--- config.mk ---
export PLATFORM = sky130hd
export DESIGN_NAME = muldiv_sched
export DESIGN_NICKNAME = d
export VERILOG_FILES = /design/src/rtl/muldiv_sched.sv
export SDC_FILE = /design/constraint.sdc
export NUM_CORES = 1
export LEC_CHECK = 0
export ABC_AREA = 1
export BUFFER_PORTS_ARGS = -buffer_cell sky130_fd_sc_hd__buf_4
export CAP_MARGIN = 20
export CORE_AREA = 2 2 156 158
export DETAILED_ROUTE_END_ITERATION = 7
export DIE_AREA = 0 0 158 160
export PLACE_DENSITY = 0.63
export RECOVER_POWER = 100
export SYNTH_ARGS = -nofsm -noshare
export SYNTH_HDL_FRONTEND = slang
export SYNTH_SLANG_ARGS = --single-unit
--- constraint.sdc ---
create_clock -name clk -period 1.55 [get_ports clk]
set_input_delay 0.0775 -clock clk [delete_from_list [all_inputs] [get_ports clk]]
set_output_delay 0.0775 -clock clk [all_outputs]
set_load 0.03 [all_outputs]
--- src/rtl/muldiv_sched.sv ---
// rtl/muldiv_sched.sv - HI/LO operation sequencer for the shared multiplier and divider
// Starts one unit at a time, buffers its 64-bit result, and recovers from flush or a stuck unit.
module muldiv_sched #(
  parameter int TIMEOUT = 64
) (
  input  logic        clk,
  input  logic        resetn,
  input  logic        req_valid,
  output logic        req_ready,
  input  logic [1:0]  req_op,
  input  logic [31:0] req_src1,
  input  logic [31:0] req_src2,
  output logic        mult_begin,
  output logic [31:0] mult_op1,
  output logic [31:0] mult_op2,
  input  logic [63:0] mult_product,
  input  logic        mult_end,
  output logic        div_start,
  output logic        div_signed,
  output logic [31:0] div_dividend,
  output logic [31:0] div_divisor,
  input  logic [31:0] div_quotient,
  input  logic [31:0] div_remainder,
  input  logic        div_done,
  input  logic        flush,
  output logic        rsp_valid,
  input  logic        rsp_ready,
  output logic [31:0] rsp_hi,
  output logic [31:0] rsp_lo,
  output logic        busy,
  output logic        timeout_err
);
  typedef enum logic [1:0] {IDLE, MUL_WAIT, DIV_WAIT, DONE} state_t;
  localparam logic [7:0] WD_LAST = 8'(TIMEOUT - 1);

  state_t      r_state, w_next;
  logic [7:0]  r_wd_cnt;
  logic [31:0] r_op1, r_op2, r_hi, r_lo;
  logic        r_signed, r_timeout_err;
  logic        w_accept, w_div_op, w_wd_hit, w_timeout;

  assign req_ready  = (r_state == IDLE) & ~flush;
  assign w_accept   = req_valid & req_ready;
  assign w_div_op   = (req_op == 2'b01) | (req_op == 2'b10);
  assign w_wd_hit   = (r_wd_cnt == WD_LAST);

  assign mult_begin   = (r_state == MUL_WAIT);
  assign div_start    = (r_state == DIV_WAIT);
  assign rsp_valid    = (r_state == DONE);
  assign busy         = (r_state != IDLE);
  assign timeout_err  = r_timeout_err;
  assign mult_op1     = r_op1;
  assign mult_op2     = r_op2;
  assign div_dividend = r_op1;
  assign div_divisor  = r_op2;
  assign div_signed   = r_signed;
  assign rsp_hi       = r_hi;
  assign rsp_lo       = r_lo;

  always_comb begin
    w_next    = r_state;
    w_timeout = 1'b0;
    case (r_state)
      IDLE: begin
        if (w_accept) begin
          if (req_op == 2'b00)                     w_next = MUL_WAIT;
          else if (w_div_op && req_src2 != 32'd0)  w_next = DIV_WAIT;
          else                                     w_next = DONE;
        end
      end
      MUL_WAIT: begin
        if (mult_end) begin
          w_next = DONE;
        end else if (w_wd_hit) begin
          w_next    = IDLE;
          w_timeout = 1'b1;
        end
      end
      DIV_WAIT: begin
        if (div_done) begin
          w_next = DONE;
        end else if (w_wd_hit) begin
          w_next    = IDLE;
          w_timeout = 1'b1;
        end
      end
      DONE: begin
        if (rsp_ready) w_next = IDLE;
      end
      default: w_next = IDLE;
    endcase
    // Flush overrides everything, including a completion or timeout in the same cycle.
    if (flush) begin
      w_next    = IDLE;
      w_timeout = 1'b0;
    end
  end

  always_ff @(posedge clk or negedge resetn) begin
    if (!resetn) begin
      r_state       <= IDLE;
      r_wd_cnt      <= 8'd0;
      r_op1         <= 32'd0;
      r_op2         <= 32'd0;
      r_signed      <= 1'b0;
      r_hi          <= 32'd0;
      r_lo          <= 32'd0;
      r_timeout_err <= 1'b0;
    end else begin
      r_state       <= w_next;
      r_timeout_err <= w_timeout;
      r_wd_cnt      <= (r_state == MUL_WAIT || r_state == DIV_WAIT) ? r_wd_cnt + 8'd1 : 8'd0;
      if (w_accept) begin
        r_op1    <= req_src1;
        r_op2    <= req_src2;
        r_signed <= (req_op == 2'b10);
        if (req_op == 2'b11) begin
          r_hi <= req_src1;
          r_lo <= req_src2;
        end else if (w_div_op && req_src2 == 32'd0) begin
          r_hi <= req_src1;
          r_lo <= 32'hFFFF_FFFF;
        end
      end
      if (!flush && r_state == MUL_WAIT && mult_end) begin
        r_hi <= mult_product[63:32];
        r_lo <= mult_product[31:0];
      end
      if (!flush && r_state == DIV_WAIT && div_done) begin
        r_hi <= div_remainder;
        r_lo <= div_quotient;
      end
    end
  end
endmodule

==> results.sh <==
export IMPL_synthMuxAreaShare_pct=1.16
export IMPL_cts_root_buf="clkbuf_16"
export IMPL_min_path_cells=5
export IMPL_regArea_mm2=0.00350
export IMPL_synth_fa_ha_area_share_pct=1.45
export IMPL_yosys_area_share_simple_pct=24.5
export IMPL_netlist_area_mm2=0.00775
export IMPL_setup_slack_ns=-0.156
export IMPL_avgSynthCellArea_um2=7.71
export IMPL_worstPathArrival_ns=2.05
export IMPL_cts_path_max_buffers=2
export IMPL_layout_commonest_cell="nand2_1"
export IMPL_htreeDepth=4
export IMPL_fill_cells=2408
export IMPL_die_area_mm2=0.0253
export IMPL_maxCapViolations=0
export IMPL_nNetsFinal=1672
export IMPL_final_cell_mix="288 x nand2_1, 243 x buf_4, 195 x clkbuf_1"
export IMPL_design_area_mm2=0.0123
export IMPL_r2r_slack_ns=-0.16
export IMPL_powerDensity_mw_per_mm2=1910
export IMPL_cts_sinks=140
export IMPL_synth_top_family_by_area="simple AND/OR/NAND/NOR gates"
export IMPL_drive_gt1_share_pct=27.2
export IMPL_post_route_drc_count=0
export IMPL_crit_reg2reg_launch="r_state[1]"
export IMPL_io_pins=400
export IMPL_cp_required_ns=1.90
export IMPL_grt_overflow_total=0
export IMPL_tightest_slew_ns=1.02
export IMPL_first_iter_violations=620
export IMPL_rsz0062_at_grt="yes"
export IMPL_outcome="complete, but fails checks"
export IMPL_grt_pass1_wl_mm=43.6
export IMPL_synthDistinctLibCells=28
export IMPL_fin_crit_sh_pct=110
export IMPL_min_to="rsp_lo[9]"
export IMPL_crit_path_start_kind="flip-flop"
export IMPL_synthXorXnorAreaFrac_pct=0.113
export IMPL_cpMaxStageDelayCell="dfrtp_1"
export IMPL_max_stage_delay_ns=0.39
export IMPL_finalSetupViolCount=104
export IMPL_hold_path_class="input pin to flip-flop"
export IMPL_critPathCaptureType="flip-flop"
export IMPL_die_w_um=158
export IMPL_num_antenna_cells=0
export IMPL_via_per_inst=4.71
export IMPL_cts_buffers=17
export IMPL_reg2regPathDepth=10
export IMPL_crit_top_cell="nand2_1"
export IMPL_core_area_mm2=0.0238
export IMPL_dpl_cell_area_mm2=0.0111
export IMPL_synth_nets=1216
export IMPL_port_buffers=399
export IMPL_netlist_instances=1006
export IMPL_max_slew_margin_rel_pct=31.8
export IMPL_drtPass1Iterations=6
export IMPL_synth_compound_area_share_pct=12.9
export IMPL_finalWirelength_mm=30.5
export IMPL_ir_drop_v=0.000860
export IMPL_multi_input_area_mm2=0.00331
export IMPL_setup_worst_path_class="flip-flop to flip-flop"
export IMPL_grt_use_total_pct=22.2
export IMPL_die_h_um=160
export IMPL_antenna_left=0
export IMPL_seq_area_frac_synth_pct=45.2
export IMPL_gp_congestion=0.815
export IMPL_rows=57
export IMPL_area_growth_pct=59.0
export IMPL_grt_max_degree=61
export IMPL_crit_chain="buf_4 -> ha_4 -> nand2_2 -> nor2_4 -> nor2_1 -> nand3_4 -> nand2_8 -> buf_12 -> nand2_1 -> nand2_1"
export IMPL_maxSlewViolCount=0
export IMPL_path_clk_slew_ns=0.07
export IMPL_fin_hold_ws_ns=0.0132
export IMPL_violations="negative setup slack"
export IMPL_hold_viol_final=0
export IMPL_grt_pass1_vias=8177
export IMPL_p_leak_nw=5.98
export IMPL_antenna_found_initial=0
export IMPL_vias=8467
export IMPL_tns_ns=-9.46
export IMPL_floorplan_initialDensity_pct=32.6
export IMPL_yosys_register_bits=140
export IMPL_fmax_mhz=586
export IMPL_dp_hpwl_mm=20.9
export IMPL_worstReg2RegEnd="rsp_lo[20]"
export IMPL_cts_tree="yes"
export IMPL_fin_skew_ns=0.00638
export IMPL_path_max_fanout=27
export IMPL_drt_wirelength_per_cell_um=17.0
export IMPL_synth_warnings=0
export IMPL_hold_path_startpoint="div_quotient[9]"
export IMPL_fin_crit_ns=1.71
export IMPL_clock_latency_ns=0.41
cells by family (layout without fill, tap and decap cells):
logic type / count (synthesis) / in the layout
DFF: 140 / 140
adders and majority gates: 9 / 9
buffers and inverters: 203 / 672
AOI/OAI and AO/OA: 198 / 198
xor gates and xnor gates: 1 / 1
muxes: 8 / 8
and+or+nand+nor: 447 / 447
synth_stat cells, drive strengths merged:
| library cell | count | area share (%) |
|---|---|---|
| nand2 | 309 | 15 |
| o21ai | 189 | 12 |
| dfrtp | 140 | 45 |
| buf | 105 | 9.9 |
| nand3 | 94 | 6.8 |
| inv | 75 | 3.6 |
| nor2 | 30 | 1.5 |
| clkbuf | 23 | 1.1 |
| nor3 | 13 | 0.84 |
| ha | 9 | 1.5 |
| mux2 | 8 | 1.2 |
| a21oi | 5 | 0.32 |
| a221oi | 1 | 0.11 |
| nand3b | 1 | 0.097 |
| o211ai | 1 | 0.097 |
| o22ai | 1 | 0.081 |
| o32ai | 1 | 0.11 |
| xor2 | 1 | 0.11 |
what timing repair did:
action / 4_1_cts / 5_1_grt
pin swaps: 4 / 3
hold endpoints to repair: 206 / 0
hold buffers: 68 / 0
endpoints found under the setup margin: 123 / 124
cloned: 3 / 14
setup buffers: 5 / 9
resized for setup: 14 / 96
how the worst max path moves through the flow:
stage               startpoint    endpoint
finish              r_state[1]  rsp_lo[20]
floorplan           r_state[1]  rsp_hi[21]
detailed placement  r_state[0]   rsp_lo[1]
global route        r_state[1]  rsp_lo[27]
global placement    r_state[0]  rsp_hi[20]
CTS                 r_state[1]  rsp_lo[23]
where the power goes:
group	switching, W	internal, W
Combinational	0.00903	0.00372
Clock	0.00169	0.00242
Sequential	0.00133	0.00532
layer usage:
layer | routed length [um] | GRT usage (%)
met5 | 0 | 0
met4 | 525 | 5.86
met3 | 2290 | 4.59
met2 | 14800 | 38.0
met1 | 13000 | 28.3
registers in the layout, summed over array words and instances, names as in the netlist:
| name | count |
|---|---|
| rsp_lo | 32 |
| r_state | 2 |
| timeout_err | 1 |
| div_dividend | 32 |
| rsp_hi | 32 |
| div_divisor | 32 |
| div_signed | 1 |
| r_wd_cnt | 8 |
per-stage QoR:
stage                     util [%]  instances  total power (W)  setup slack, ns
after global placement        46.7       1669           0.0202           -0.198
final                         51.8       1799           0.0235           -0.156
after CTS                     52.6       1777           0.0249           -0.150
after global routing          51.8       1799           0.0248           -0.274
after floorplan                  -       1006           0.0156           -0.121
after detailed placement      46.7       1669           0.0204           -0.247
final cells by class:
class / instances / area share, %
clock inverter: 13 / 1.15
multi-input combinational: 663 / 26.8
timing repair buffer: 565 / 34.4
sequential: 140 / 28.4
tap: 324 / 3.29
clock buffer: 19 / 3.59
inverter: 75 / 2.32
worst max-delay path: cells and delay by family (launching register included):
| kind | cells | cell delay (ns) |
|---|---|---|
| adders and majority gates | 1 | 0.16 |
| DFF | 1 | 0.39 |
| buffers and inverters | 2 | 0.34 |
| and+or+nand+nor | 7 | 0.74 |
(Power assumes the default switching activity.)
